<file path="config.mk">
export PLATFORM = sky130hd
export DESIGN_NAME = mac_operand_sequencer
export DESIGN_NICKNAME = d
export VERILOG_FILES = /design/src/rtl/mac_operand_sequencer.sv
export SDC_FILE = /design/constraint.sdc
export NUM_CORES = 1
export LEC_CHECK = 0
export ABC_AREA = 1
export BUFFER_PORTS_ARGS = -buffer_cell sky130_fd_sc_hd__buf_2
export CAP_MARGIN = 30
export CORE_MARGIN = 5
export CORE_UTILIZATION = 40
export DETAILED_ROUTE_END_ITERATION = 16
export PLACE_DENSITY = 0.64
export SLEW_MARGIN = 40
export SYNTH_ARGS = -nofsm -noshare
export SYNTH_HDL_FRONTEND = slang
export SYNTH_SLANG_ARGS = --single-unit
</file>
<file path="constraint.sdc">
create_clock -name clk -period 2.6 [get_ports clk]
set_input_delay 0.39 -clock clk [delete_from_list [all_inputs] [get_ports clk]]
set_output_delay 0.39 -clock clk [all_outputs]
set_load 0.02 [all_outputs]
</file>
<file path="src/rtl/mac_operand_sequencer.sv">
// mac_operand_sequencer: operand FIFO feeding an 8x8->16 MAC, clear/feed/drain sequencing.
// Define MACSEQ_OVF_EN to add the sticky 16-bit wrap flag on res_ovf.
module mac_operand_sequencer #(
  parameter int DEPTH = 4,
  parameter int LEN_W = 8
) (
  input  logic             clk,
  input  logic             clr_n,
  input  logic             start,
  input  logic [LEN_W-1:0] len,
  output logic             busy,
  input  logic             in_valid,
  output logic             in_ready,
  input  logic [7:0]       in_opa,
  input  logic [7:0]       in_opb,
  output logic [7:0]       mac_opa,
  output logic [7:0]       mac_opb,
  output logic             mac_clr,
  input  logic [15:0]      mac_out,
  output logic             res_valid,
  input  logic             res_ready,
  output logic [15:0]      res_data
`ifdef MACSEQ_OVF_EN
  ,
  output logic             res_ovf
`endif
);

  localparam int AW = $clog2(DEPTH);

  typedef enum logic [2:0] {
    IDLE,
    CLEAR,
    SETTLE,
    FEED,
    DRAIN,
    DONE
  } state_t;

  state_t state;
  state_t state_d;

  logic [15:0]      mem [DEPTH];
  logic [AW:0]      wptr;
  logic [AW:0]      rptr;
  logic [15:0]      head;
  logic             full;
  logic             empty;
  logic             push;
  logic             pop;
  logic [LEN_W-1:0] rem;

  assign full  = (wptr[AW] != rptr[AW]) &&
                 (wptr[AW-1:0] == rptr[AW-1:0]);
  assign empty = (wptr == rptr);
  assign head  = mem[rptr[AW-1:0]];

  assign in_ready  = !full;
  assign push      = in_valid && in_ready;
  assign pop       = (state == FEED) && !empty;
  assign busy      = (state != IDLE);
  assign res_valid = (state == DONE);
  // Held high through reset so the MAC starts from a cleared accumulator.
  assign mac_clr   = !clr_n || (state == CLEAR);
  assign mac_opa   = pop ? head[15:8] : 8'd0;
  assign mac_opb   = pop ? head[7:0]  : 8'd0;

  always_ff @(posedge clk) begin
    if (push) begin
      mem[wptr[AW-1:0]] <= {in_opa, in_opb};
    end
  end

  always_ff @(posedge clk or negedge clr_n) begin
    if (!clr_n) begin
      wptr <= '0;
      rptr <= '0;
    end else begin
      if (push) begin
        wptr <= wptr + 1'b1;
      end
      if (pop) begin
        rptr <= rptr + 1'b1;
      end
    end
  end

  always_comb begin
    state_d = state;
    unique case (state)
      IDLE: begin
        if (start) begin
          state_d = CLEAR;
        end
      end
      CLEAR: begin
        state_d = SETTLE;
      end
      SETTLE: begin
        state_d = (rem != '0) ? FEED : DRAIN;
      end
      FEED: begin
        if (pop && (rem == LEN_W'(1))) begin
          state_d = DRAIN;
        end
      end
      DRAIN: begin
        state_d = DONE;
      end
      DONE: begin
        if (res_ready) begin
          state_d = IDLE;
        end
      end
      default: begin
        state_d = IDLE;
      end
    endcase
  end

  always_ff @(posedge clk or negedge clr_n) begin
    if (!clr_n) begin
      state    <= IDLE;
      rem      <= '0;
      res_data <= '0;
    end else begin
      state <= state_d;
      if ((state == IDLE) && start) begin
        rem <= len;
      end else if (pop) begin
        rem <= rem - 1'b1;
      end
      // Last accumulate landed at the edge that entered DRAIN.
      if (state == DRAIN) begin
        res_data <= mac_out;
      end
    end
  end

`ifdef MACSEQ_OVF_EN
  logic [15:0] prev;
  logic        pop_d;
  logic        ovf;
  logic        track;

  assign track = (state == SETTLE) || (state == FEED) ||
                 (state == DRAIN);

  // A pop's sum is visible one cycle later; prev then holds the pre-pop value.
  always_ff @(posedge clk or negedge clr_n) begin
    if (!clr_n) begin
      prev  <= '0;
      pop_d <= 1'b0;
      ovf   <= 1'b0;
    end else begin
      pop_d <= pop;
      if (track) begin
        prev <= mac_out;
      end
      if (state == CLEAR) begin
        ovf <= 1'b0;
      end else if (pop_d && (mac_out < prev)) begin
        ovf <= 1'b1;
      end
    end
  end

  assign res_ovf = res_valid && ovf;
`endif

endmodule

</file>
==> results.json <==
{
  "status": "finished clean",
  "ys_async_sr_fraction_pct": 34.0,
  "synth_adder_area_share_pct": 2.00,
  "synth-seq-cells": 97,
  "nNetsFinal": 535,
  "critPathMaxFanout": 34,
  "cts_num_sinks": 97,
  "htree_levels": 3,
  "wl_um": 9190,
  "drv_slew": 0,
  "fin_tns_setup_ns": 0,
  "grt_overflow": 0,
  "final_util_pct": 48.1,
  "cp.arrival_ns": 1.94,
  "layout.cells.non_filler": 628,
  "area.growth.synth_to_final_pct": 18.7,
  "period_needed_ns": 2.33,
  "dp.cells": 612,
  "fin_ws_ns": 0.269,
  "antenna_found_initial": 0,
  "syn_inst": 393,
  "viasPerCell": 4.77,
  "cts_buffers": 9,
  "fp.dieW_um": 115,
  "crit_type": "reg2out",
  "rows": 38,
  "max_cap_viol_count": 0,
  "drt_iter0_markers": 96,
  "synth_nets": 445,
  "path_cells": "inv_4, nand2_1, nand2_2, nand3_2, nand2_4, a21oi_1, buf_2",
  "finalSetupViolations": 0,
  "grt_pass1_wl_um": 14600,
  "synth-simple-area-share_pct": 16.0,
  "worstHoldPathType": "in2async",
  "p_total_mw": 6.25,
  "drive_above_1_share_pct": 32.4,
  "peakVddDrop_v": 0.000504,
  "drt.antenna.violating_nets": 0,
  "finClkSkew_ns": 0.0124,
  "syn_avg_cell_area_um2": 11.1,
  "synth_edf_count": 64,
  "cts.clk_slew.worst_paths_ns": 0.10,
  "dieArea_mm2": 0.0131,
  "synth_compound_gate_area_share_pct": 8.90,
  "gp_congestion": 0.834,
  "insertion_delay_ns": 0.36,
  "io_pins": 81,
  "grt_pass1_vias": 3041,
  "synth_xor_area_share_pct": 0.801,
  "track_usage_pct": 14.2,
  "ctsResizeCount": 0,
  "post-dp-hpwl_um": 6310,
  "synthMuxAreaShare_pct": 4.89,
  "seq_area_frac_synth_pct": 62.9,
  "root_buffer": "clkbuf_8",
  "cts_tree": "built",
  "clk_path_buf_depth": 2,
  "n_antenna_cell": 0,
  "synth_top_family_by_area": "simple AND/OR/NAND/NOR gates",
  "cts_hold_buf": 0,
  "grt_setup_unrepaired": "false",
  "endpoint_kind": "primary output",
  "synth_cell_types": 31,
  "synth_flop_cell": "edfxtp_1",
  "cts_setup_buffers": 0,
  "worstMarginPinSlew_ns": 0.530,
  "die_h_um": 115,
  "hold_violations": 0,
  "cellLeakagePower_nw": 2.23,
  "worstSetupStartpointType": "flip-flop",
  "max_stage_delay_ns": 0.43,
  "port_buffers": 80,
  "wl_per_cell_um": 14.6,
  "grt_max_degree": 35,
  "coreArea_mm2": 0.0108,
  "finalCritPeriodShare_pct": 89.7,
  "drtPass1Iterations": 4,
  "place_ws_ns": 0.349,
  "cp_slowest_cell": "dfrtp_1",
  "initial_core_util_pct": 40.5,
  "cp.required_ns": 2.21,
  "power_density_mw_per_mm2": 1200,
  "fmax_mhz": 429,
  "drc": 0,
  "ys_warn_count": 0,
  "synthesis.area_mm2": 0.00437,
  "max_slew_margin_pct": 64.6,
  "vias": 2996
}
## power by group
part           internal [mW]  switching, mW  total, mW
sequential              2.13          0.256       2.39
clock                  0.643          0.529       1.17
combinational          0.965           1.73       2.69
total                   3.74           2.51       6.25
## routing by layer
metal  routed length [um]  track usage (%)
met1                 4270             18.9
met3                  308             2.96
met4                  142             5.30
met5                    0                0
met2                 4460             23.1
## cells in the final DEF (no fill, tap or decap), drive strengths merged
cell / netlist / routed
buf: 10 / 93
nor2: 83 / 83
edfxtp: 64 / 64
nand2: 64 / 64
o21ai: 46 / 46
dfrtp: 33 / 33
inv: 24 / 25
a21oi: 19 / 19
mux2: 16 / 16
nand3: 12 / 12
clkbuf: 4 / 10
ha: 7 / 7
bufinv: 0 / 3
xnor2: 2 / 2
o21a: 2 / 2
xor2: 2 / 2
clkinvlp: 0 / 2
nand4: 2 / 2
or2: 2 / 2
nor3: 1 / 1
## cells by family after synthesis
kind of cell               count (synthesis)
AOI/OAI and AO/OA                         67
xor gates and xnor gates                   4
adders and majority gates                  7
buffers and inverters                     38
DFF                                       97
muxes                                     16
and+or+nand+nor                          164
## sequential cells by signal, summed over array words and instances, names as in the netlist
register,count
state,3
res_data,16
mem,64
wptr,3
rem,8
rptr,3
## cell type report
cell class	instances	area, um2
Fill cell	973	5600
Tap cell	140	175
Clock buffer	10	128
Inverter	24	95.1
Clock inverter	6	114
Sequential cell	97	2750
Timing Repair Buffer	93	498
Multi-Input combinational cell	258	1430
## critical path: cells and delay by family (launching register included)
family                 cells  cell delay [ns]
AND/OR/NAND/NOR            4             0.59
buffers and inverters      2             0.44
flip-flops                 1             0.43
AO/OA/AOI/OAI              1             0.11
## synth_stat cells, types with 3 or more instances
cell      count  area share [%]
a21oi_2      10             2.0
a21oi_1       9             1.0
inv_2         5            0.43
o21ai_2       3            0.60
mux2_4        9             3.1
nand3_1      10             1.1
dfrtp_1      33              19
nor2_1       81             7.0
ha_1          7             2.0
inv_1        17             1.5
mux2_2        7             1.8
o21ai_0      41             4.7
nand2_1      57             4.9
nand2_2       6            0.86
buf_2         4            0.46
clkbuf_1      4            0.34
buf_6         6             1.5
edfxtp_1     64              44
## worst paths after layout
path	from	to	slack [ns]	depth (start not counted)
max in group asynchronous	clr_n	wptr[1]	2.20	2
setup / recovery	rptr[0]	mac_opa[7]	0.27	7
min in group clk	in_opb[5]	mem[1][5]	0.25	1
hold reg to reg	res_data[2]	res_data[2]	0.51	1
hold / removal	clr_n	rem[4]	0.08	2
setup reg to reg	rptr[1]	mem[1][6]	0.50	7
## metrics by stage
step,cell area (um2),hold slack [ns]
finish,5190,0.0805
global route,5190,0.113
CTS,5180,0.0797
detailed placement,4940,0.490
global placement,4940,0.481
floorplan,4370,0.0944
(Power assumes the default switching activity.)
